## src/rtl/instrumented_adder_wb_regs.sv

```systemverilog
// Wishbone register bank that configures the instrumented ring-oscillator adder,
// synchronizes its done flag and snapshots the oscillator counter on completion.
module instrumented_adder_wb_regs #(
    parameter logic [31:0] BASE_ADDR = 32'h3000_0000,
    parameter logic [31:0] ID_VALUE  = 32'hADD0_0001
) (
    input  logic        clk,
    input  logic        reset_b,
    input  logic        wbs_cyc_i,
    input  logic        wbs_stb_i,
    input  logic        wbs_we_i,
    input  logic [3:0]  wbs_sel_i,
    input  logic [31:0] wbs_adr_i,
    input  logic [31:0] wbs_dat_i,
    output logic        wbs_ack_o,
    output logic [31:0] wbs_dat_o,
    input  logic        done,
    input  logic [3:0]  sum_out,
    input  logic [31:0] ring_osc_counter_out,
    output logic        stop_b,
    output logic        extra_inverter,
    output logic        bypass_b,
    output logic        control_b,
    output logic        force_count,
    output logic        counter_enable,
    output logic        counter_load,
    output logic [3:0]  a_input_ext_bit_b,
    output logic [3:0]  a_input_ring_bit_b,
    output logic [3:0]  s_output_bit_b,
    output logic [3:0]  a_input,
    output logic [3:0]  b_input,
    output logic [31:0] integration_time,
    output logic        irq
);

    localparam logic [2:0]  IDX_CTRL   = 3'd0;
    localparam logic [2:0]  IDX_INTEG  = 3'd1;
    localparam logic [2:0]  IDX_CMD    = 3'd2;
    localparam logic [2:0]  IDX_STATUS = 3'd3;
    localparam logic [2:0]  IDX_COUNT  = 3'd4;
    localparam logic [2:0]  IDX_ID     = 3'd5;
    localparam logic [31:0] CTRL_MASK  = 32'h07FF_FFFF;

    function automatic logic [31:0] byte_merge(input logic [31:0] old_v,
                                               input logic [31:0] new_v,
                                               input logic [3:0]  sel);
        logic [31:0] res;
        res = old_v;
        for (int i = 0; i < 4; i++) begin
            if (sel[i]) begin
                res[8*i +: 8] = new_v[8*i +: 8];
            end else begin
                res[8*i +: 8] = old_v[8*i +: 8];
            end
        end
        return res;
    endfunction

    logic        ack_r;
    logic [31:0] dat_r;
    logic        load_r;
    logic [31:0] ctrl_r;
    logic [31:0] integ_r;
    logic [31:0] count_r;
    logic        sticky_r;
    logic        sync1_r;
    logic        sync2_r;
    logic        sync3_r;

    logic        req_s;
    logic        take_s;
    logic        wr_s;
    logic        w1c_s;
    logic        rise_s;
    logic [2:0]  idx_s;
    logic [31:0] rdata_s;
    logic        unused_s;

    assign req_s    = wbs_cyc_i & wbs_stb_i & (wbs_adr_i[31:8] == BASE_ADDR[31:8]);
    assign idx_s    = wbs_adr_i[4:2];
    // A request is taken only while ack is low, so acks never run back to back.
    assign take_s   = req_s & ~ack_r;
    assign wr_s     = take_s & wbs_we_i;
    assign w1c_s    = wr_s & (idx_s == IDX_STATUS) & wbs_dat_i[1];
    assign rise_s   = sync2_r & ~sync3_r;
    assign unused_s = ^{wbs_adr_i[7:5], wbs_adr_i[1:0]};

    // Read-data multiplexer over the register map.
    always_comb begin
        rdata_s = 32'h0000_0000;
        case (idx_s)
            IDX_CTRL:   rdata_s = ctrl_r;
            IDX_INTEG:  rdata_s = integ_r;
            IDX_STATUS: rdata_s = {24'h00_0000, sum_out, 2'b00, sticky_r, sync2_r};
            IDX_COUNT:  rdata_s = count_r;
            IDX_ID:     rdata_s = ID_VALUE;
            default:    rdata_s = 32'h0000_0000;
        endcase
    end

    // Bus handshake, read-data capture and writable configuration registers.
    always_ff @(posedge clk or negedge reset_b) begin
        if (!reset_b) begin
            ack_r   <= 1'b0;
            dat_r   <= 32'h0000_0000;
            load_r  <= 1'b0;
            ctrl_r  <= 32'h0000_0000;
            integ_r <= 32'h0000_0000;
        end else begin
            ack_r  <= take_s;
            load_r <= wr_s & (idx_s == IDX_CMD) & wbs_dat_i[0];
            if (take_s) begin
                dat_r <= rdata_s;
            end else begin
                dat_r <= 32'h0000_0000;
            end
            if (wr_s && (idx_s == IDX_CTRL)) begin
                ctrl_r <= byte_merge(ctrl_r, wbs_dat_i, wbs_sel_i) & CTRL_MASK;
            end
            if (wr_s && (idx_s == IDX_INTEG)) begin
                integ_r <= byte_merge(integ_r, wbs_dat_i, wbs_sel_i);
            end
        end
    end

    // Done synchronizer, edge detect, counter snapshot and sticky completion flag.
    always_ff @(posedge clk or negedge reset_b) begin
        if (!reset_b) begin
            sync1_r  <= 1'b0;
            sync2_r  <= 1'b0;
            sync3_r  <= 1'b0;
            count_r  <= 32'h0000_0000;
            sticky_r <= 1'b0;
        end else begin
            sync1_r  <= done;
            sync2_r  <= sync1_r;
            sync3_r  <= sync2_r;
            // A fresh completion outranks a simultaneous software clear.
            sticky_r <= rise_s | (sticky_r & ~w1c_s);
            if (rise_s) begin
                count_r <= ring_osc_counter_out;
            end
        end
    end

    assign wbs_ack_o          = ack_r;
    assign wbs_dat_o          = dat_r;
    assign counter_load       = load_r;
    assign integration_time   = integ_r;
    assign stop_b             = ctrl_r[0];
    assign extra_inverter     = ctrl_r[1];
    assign bypass_b           = ctrl_r[2];
    assign control_b          = ctrl_r[3];
    assign force_count        = ctrl_r[4];
    assign a_input_ext_bit_b  = ctrl_r[8:5];
    assign a_input_ring_bit_b = ctrl_r[12:9];
    assign s_output_bit_b     = ctrl_r[16:13];
    assign a_input            = ctrl_r[20:17];
    assign b_input            = ctrl_r[24:21];
    assign counter_enable     = ctrl_r[25];
    assign irq                = sticky_r & ctrl_r[26];

endmodule

```

## config.mk

```make
export PLATFORM = sky130hd
export DESIGN_NAME = instrumented_adder_wb_regs
export DESIGN_NICKNAME = d
export VERILOG_FILES = /design/src/rtl/instrumented_adder_wb_regs.sv
export SDC_FILE = /design/constraint.sdc
export NUM_CORES = 1
export LEC_CHECK = 0
export CORE_MARGIN = 2
export CORE_UTILIZATION = 41
export DETAILED_ROUTE_END_ITERATION = 10
export GPL_TIMING_DRIVEN = 0
export PLACE_DENSITY = 0.84
export SYNTH_ARGS = -nofsm -noshare
export SYNTH_HDL_FRONTEND = slang
export SYNTH_SLANG_ARGS = --single-unit
```

## constraint.sdc

```tcl
create_clock -name clk -period 2 [get_ports clk]
set_input_delay 0.4 -clock clk [delete_from_list [all_inputs] [get_ports clk]]
set_output_delay 0.4 -clock clk [all_outputs]
set_load 0.03 [all_outputs]
```

==> results of run 1 <==
==> timing repair <==
| item | 4_1_cts | 5_1_grt |
|---|---|---|
| hold endpoints to repair | 60 | 0 |
| setup endpoints to repair | 91 | 126 |
| pin swaps | 12 | 7 |
| resized for setup | 18 | 53 |
| cloned | 1 | 0 |
| setup buffers | 12 | 4 |
| hold buffers | 1 | 0 |
==> worst max-delay path, delay by kind of cell <==
family	cells	cell delay (ns)
buffers and inverters	2	1.11
AND/OR/NAND/NOR	2	0.70
AO/OA/AOI/OAI	1	0.19
==> final cells by class <==
class,count,area share
plain buffers,39,0.0272
inverters,1,0.000421
flip-flops and latches,129,0.362
clock buffers,25,0.0566
well taps,180,0.0252
clock inverters,5,0.00589
multi-input cells,263,0.265
repair buffers,215,0.258
==> how the worst min path moves through the flow <==
stage / from / to / slack, ns / cells after the start
after floorplan: reset_b / count_r[0] / 0.10 / 0
after global placement: sync1_r / sync2_r / 0.34 / 0
after detailed placement: sync1_r / sync2_r / 0.34 / 0
after CTS: sync1_r / sync2_r / 0.35 / 0
after global routing: sync1_r / sync2_r / 0.36 / 0
final: sync1_r / sync2_r / 0.35 / 0
==> cell families (layout without fill, tap and decap cells) <==
family | after synthesis | count (layout)
DFF | 129 | 129
muxes | 117 | 117
and+or+nand+nor | 102 | 102
AOI/OAI and AO/OA | 44 | 44
buffers and inverters | 41 | 285
==> per-layer routing <==
layer  track usage  up-vias  routed length [um]
li1              -     1994                   -
met1         0.272     2232                6730
met2         0.376      166                8380
met3        0.0623       33                1020
met4        0.0948        0                 464
met5             0        -                   0
==> state kept, by name (all words and copies together) (netlist names) <==
name / cells
sync3_r: 1
wbs_dat_o: 32
integration_time: 32
wbs_ack_o: 1
sync1_r: 1
ctrl_r: 27
sync2_r: 1
sticky_r: 1
counter_load: 1
count_r: 32
==> stage by stage <==
stage | TNS [ns] | instances | utilization
4_1_cts | -0.106 | 853 | 0.637
2_1_floorplan | -1.55 | 433 | -
3_3_place_gp | -613.16 | 809 | 0.577
6_report | -0.591 | 857 | 0.648
5_1_grt | -4.00 | 857 | 0.648
3_5_place_dp | -70.72 | 810 | 0.579
==> cells in the mapped netlist, types with 2 or more instances <==
| cell type | number |
|---|---|
| dfrtp_1 | 129 |
| mux2_2 | 84 |
| nor2_1 | 47 |
| a21oi_1 | 22 |
| buf_4 | 20 |
| mux2i_1 | 17 |
| clkbuf_1 | 16 |
| mux2_4 | 16 |
| nand2_1 | 8 |
| nand3_1 | 7 |
| nor4_4 | 7 |
| a22oi_1 | 6 |
| o22ai_1 | 6 |
| o21a_1 | 5 |
| nand3b_1 | 4 |
| nor2b_1 | 4 |
| nand4b_1 | 3 |
| nor3_4 | 3 |
| o21ai_0 | 3 |
| a21o_1 | 2 |
| buf_1 | 2 |
| buf_2 | 2 |
| nor3_1 | 2 |
| or2_2 | 2 |
| or4_1 | 2 |
==> power groups by stage <==
| stage | registers (mW) | logic [mW] | clock network (mW) |
|---|---|---|---|
| final | 2.76 | 0.554 | 2.91 |
| after global routing | 2.78 | 0.597 | 3.08 |
| after global placement | 2.80 | 0.522 | 0 |
| after detailed placement | 2.81 | 0.546 | 0 |
| after floorplan | 2.79 | 0.209 | 0 |
| after CTS | 2.76 | 0.554 | 2.96 |
==> results.sh, run 1 <==
export IMPL_synth_adder_area_share=0
export IMPL_final_cell_area_um2=8920
export IMPL_insertion_delay_ns=0.42
export IMPL_drt_iter0_markers=197
export IMPL_mostFrequentLayoutCells="160 x clkdlybuf4s50_1, 129 x dfrtp_1, 81 x mux2_2"
export IMPL_synth_compound_area_frac=0.0452
export IMPL_holdWs_ns=0.350
export IMPL_register_area_um2=3230
export IMPL_total_power_mw=6.23
export IMPL_rr_worst_depth=6
export IMPL_rsz0062_at_grt="yes"
export IMPL_worstSetupEndpoint="sticky_r"
export IMPL_area_growth_synth_to_final_pct=55.0
export IMPL_port_buffers=196
export IMPL_power_internal_mw=4.88
export IMPL_cts_sink_count=129
export IMPL_power_density_nw_per_um2=698
export IMPL_antenna_found_initial=0
export IMPL_drt_first_pass_iters=4
export IMPL_reg2reg_to="integration_time[17]"
export IMPL_cts_tree="yes"
export IMPL_worstPathCellList="clkdlybuf4s50_1 -> buf_1 -> nand3_1 -> or3_2 -> a21o_1"
export IMPL_via_count=4425
export IMPL_routedWlPerCell_um=19.4
export IMPL_worst_setup_path_start_kind="input pin"
export IMPL_tightest_slew_ns=0.852
export IMPL_routabilityCongestion=0.879
export IMPL_slew_limit_headroom=0.432
export IMPL_synth_simple_area_share=0.118
export IMPL_irDropWorstVdd_v=0.000465
export IMPL_overflow=0
export IMPL_crit_arrival_ns=2.39
export IMPL_clock_fmax_ghz=0.477
export IMPL_syn_nets=543
export IMPL_ys_flop_type="dfrtp_1"
export IMPL_dieHeight_um=123
export IMPL_seqPwrFrac=0.444
export IMPL_skew_ns=0.0110
export IMPL_synth_xor_area_share=0
export IMPL_switching_share=0.217
export IMPL_syn_inst=433
export IMPL_power_frac_comb=0.089
export IMPL_clkPwrFrac=0.467
export IMPL_finalCritPeriodShare=1.05
export IMPL_core_um2=13800
export IMPL_slowest_stage="clkdlybuf4s50_1"
export IMPL_drive_gt1_frac=0.295
export IMPL_n_fill_cell=1023
export IMPL_p_leak_nw=4.35
export IMPL_clkSlewWorstSetupHoldPaths_ns=0.05
export IMPL_netlist_area_um2=5760
export IMPL_synthDistinctLibCells=39
export IMPL_setup_violations_final=26
export IMPL_synth_top_area_share=0.561
export IMPL_yosysWarnings=0
export IMPL_grt_max_degree=70
export IMPL_ys_seq_area_frac=0.561
export IMPL_ant_nets=0
export IMPL_start_util=0.418
export IMPL_status="complete, but fails checks"
export IMPL_numCtsBuffers=17
export IMPL_dpl_hpwl_um=11700
export IMPL_rows=43
export IMPL_drcViolationCount=0
export IMPL_wl_um=16600
export IMPL_cpPeakStageDelay_ns=0.68
export IMPL_layout_setup_ws_ns=-0.0963
export IMPL_cts_root_buffer="clkbuf_16"
export IMPL_violations="setup timing"
export IMPL_synth_top_family_by_area="multiplexers"
export IMPL_placed_area_um2=7980
export IMPL_syn_mean_instance_area_um2=13.3
export IMPL_multi_input_area_um2=2370
export IMPL_ioPinCount=203
export IMPL_hold_viol_final=0
export IMPL_dieArea_um2=15000
export IMPL_synth_area_top_cells="dfrtp_1 56%, mux2_2 16%, mux2_4 4.2%"
export IMPL_hold_class="register to register"
export IMPL_grt_use_total=0.224
export IMPL_synth_seq_cells=129
export IMPL_finalMaxSlewViolations=0
export IMPL_maxCapViolations=0
export IMPL_r2r_start="wbs_ack_o"
export IMPL_synth_top_cell_by_area="dfrtp_1"
export IMPL_ctsHtreeMaxLevel=4
export IMPL_fp_dieW_um=123
export IMPL_grt_first_pass_wirelength_um=25000
export IMPL_place_ws_ns=-0.964
export IMPL_p_switching_mw=1.35
export IMPL_fin_nets=776
export IMPL_crit_start="wbs_adr_i[3]"
export IMPL_critPathMaxFanout=10
export IMPL_synth_edf_count=0
export IMPL_viasPerCell=5.16
export IMPL_critPathRequiredTime_ns=2.30
export IMPL_synthMuxAreaShare=0.236
export IMPL_async_flop_share=1.00
export IMPL_path_class="input pin to register"
export IMPL_layout_commonest_cell="clkdlybuf4s50_1"
export IMPL_rrSetupSlack_ns=0.07
export IMPL_endpoint_kind="register"
export IMPL_fin_crit_ns=2.10
export IMPL_grt_pass1_vias=4719
export IMPL_cts_buffer_depth=2
export IMPL_n_antenna_cell=0
Note: power is estimated with default switching activity, not from simulation.
==> inputs of run 2 (changes only) <==
- CORE_UTILIZATION: 41 -> 45
- GPL_ROUTABILITY_DRIVEN: unset -> 0
- PLACE_DENSITY: 0.84 -> 0.87
- clock period: 2 -> 2.4 ns (I/O delays scaled with it)
==> run 2 against run 1 <==
Against the previous run: the run now ends clean; power is 9.7% lower; final cell count fell by 1.9%; clock power decreased by 1%; sequential power is 17% lower; first-iteration DRC count grew 30%; global-route usage up 1.5 points; worst setup slack improved by 0.14 ns; utilization is 4.9 points higher; die area down 8.6%; sequential cell count unchanged; largest cell class unchanged; largest power group unchanged.
==> results.sh, run 2 (synthesized netlist as in run 1, its figures left out) <==
export IMPL_slowest_stage="or4_4"
export IMPL_hold_class="input pin to async pin"
export IMPL_dpl_hpwl_um=11400
export IMPL_cts_buffer_depth=2
export IMPL_irDropWorstVdd_v=0.000439
export IMPL_multi_input_area_um2=2310
export IMPL_fin_crit_ns=2.35
export IMPL_critPathBufInv=2
export IMPL_fp_dieW_um=117
export IMPL_critPathMaxFanout=10
export IMPL_path_class="input pin to register"
export IMPL_hold_viol_final=0
export IMPL_ant_nets=0
export IMPL_dieHeight_um=117
export IMPL_n_antenna_cell=0
export IMPL_fin_nets=766
export IMPL_grt_pass1_vias=4667
export IMPL_critPathRequiredTime_ns=2.73
export IMPL_power_density_nw_per_um2=642
export IMPL_finalCritPeriodShare=0.980
export IMPL_worstPathCellList="clkdlybuf4s50_1 -> nor4bb_1 -> nand4_1 -> or4_4 -> buf_2 -> nor2_1"
export IMPL_maxCapViolations=0
export IMPL_drive_gt1_frac=0.272
export IMPL_ioPinCount=203
export IMPL_mostFrequentLayoutCells="195 x clkdlybuf4s50_1, 129 x dfrtp_1, 84 x mux2_2"
export IMPL_total_power_mw=5.63
export IMPL_p_leak_nw=3.87
export IMPL_antenna_found_initial=0
export IMPL_crit_family="simple AND/OR/NAND/NOR gates"
export IMPL_grt_first_pass_wirelength_um=24300
export IMPL_cts_root_buffer="clkbuf_16"
export IMPL_cts_sink_count=129
export IMPL_via_count=4365
export IMPL_cts_tree="yes"
export IMPL_viasPerCell=5.19
export IMPL_tightest_slew_ns=0.720
export IMPL_layout_commonest_cell="clkdlybuf4s50_1"
export IMPL_area_growth_synth_to_final_pct=52.2
export IMPL_rows=41
export IMPL_ctsHtreeMaxLevel=4
export IMPL_setup_violations_final=0
export IMPL_insertion_delay_ns=0.42
export IMPL_start_util=0.458
export IMPL_overflow=0
export IMPL_skew_ns=0.00999
export IMPL_worst_setup_path_start_kind="input pin"
export IMPL_clock_fmax_ghz=0.425
export IMPL_cpPeakStageDelay_ns=0.67
export IMPL_dieArea_um2=13700
export IMPL_numCtsBuffers=17
export IMPL_n_fill_cell=849
export IMPL_grt_use_total=0.239
export IMPL_core_um2=12600
export IMPL_wl_um=15800
export IMPL_finalMaxSlewViolations=0
export IMPL_drt_first_pass_iters=4
export IMPL_drt_iter0_markers=257
export IMPL_dp_cells=802
export IMPL_drcViolationCount=0
export IMPL_crit_arrival_ns=2.69
export IMPL_register_area_um2=3230
export IMPL_clkSlewWorstSetupHoldPaths_ns=0.05
export IMPL_grt_max_degree=74
export IMPL_endpoint_kind="register"
export IMPL_port_buffers=196
export IMPL_slew_limit_headroom=0.520
export IMPL_routedWlPerCell_um=18.7
export IMPL_status="finished clean"
export IMPL_instances_no_fill=841
run 2: cell types whose count changed in the layout (fill, tap and decap cells not counted), sizes merged, moves of 2 or more:
cell and change:
clkdlybuf4s50 +35, buf -9, dlygate4sd2 -8, clkbuf -2, dlymetal6s2s -27, bufinv +4
run 2: cell type report:
cell class                      instances  share of cell area
Sequential cell                       129               0.368
Multi-Input combinational cell        263               0.264
Timing Repair Buffer                  205               0.241
Clock buffer                           23              0.0557
Buffer                                 39              0.0257
Tap cell                              172              0.0246
Clock inverter                          9              0.0201
Inverter                                1            0.000428
run 2: through the flow:
step	worst slack, ns	instance area (um2)	util	TNS, ns	hold WS (ns)
after floorplan	0.212	5760	-	0	0.184
after global placement	-3.90	7940	0.631	-540.28	0.340
after detailed placement	-0.607	7960	0.634	-42.36	0.348
after CTS	0.00668	8740	0.695	0	0.0337
after global routing	-0.0370	8760	0.697	-0.0806	0.0530
final	0.0485	8760	0.697	0	0.0178
run 2: what timing repair did:
action / CTS / global route
gates cloned: 0 / 0
pin swaps: 7 / 3
endpoints found under the setup margin: 64 / 44
gates resized for setup: 3 / 3
endpoints found under the hold margin: 0 / 0
hold buffers: 0 / 0
setup buffers: 5 / 3
run 2: power by group:
| part | leakage, nW | total [mW] | switching [mW] | internal [mW] |
|---|---|---|---|---|
| Combinational | 1.83 | 0.455 | 0.190 | 0.264 |
| Sequential | 1.72 | 2.30 | 0.0423 | 2.26 |
| Clock | 0.323 | 2.87 | 0.922 | 1.95 |
run 2: worst paths after layout:
check | start | end | slack, ns | cells past startpoint
worst max-delay path | wbs_adr_i[28] | wbs_dat_o[22] | 0.05 | 6
worst min register to register | sync1_r | sync2_r | 0.36 | 0
worst max register to register | wbs_ack_o | wbs_dat_o[22] | 0.36 | 5
max in group asynchronous | reset_b | integration_time[12] | 1.65 | 2
worst min-delay path | reset_b | integration_time[25] | 0.02 | 1
min in group clk | sync1_r | sync2_r | 0.36 | 0
run 2: per-layer routing:
layer | track usage | vias to the layer above | share of wire
met3 | 0.0721 | 30 | 0.066
met2 | 0.400 | 172 | 0.51
li1 | - | 1980 | -
met4 | 0.0980 | 0 | 0.023
met5 | 0 | - | 0
met1 | 0.290 | 2183 | 0.40
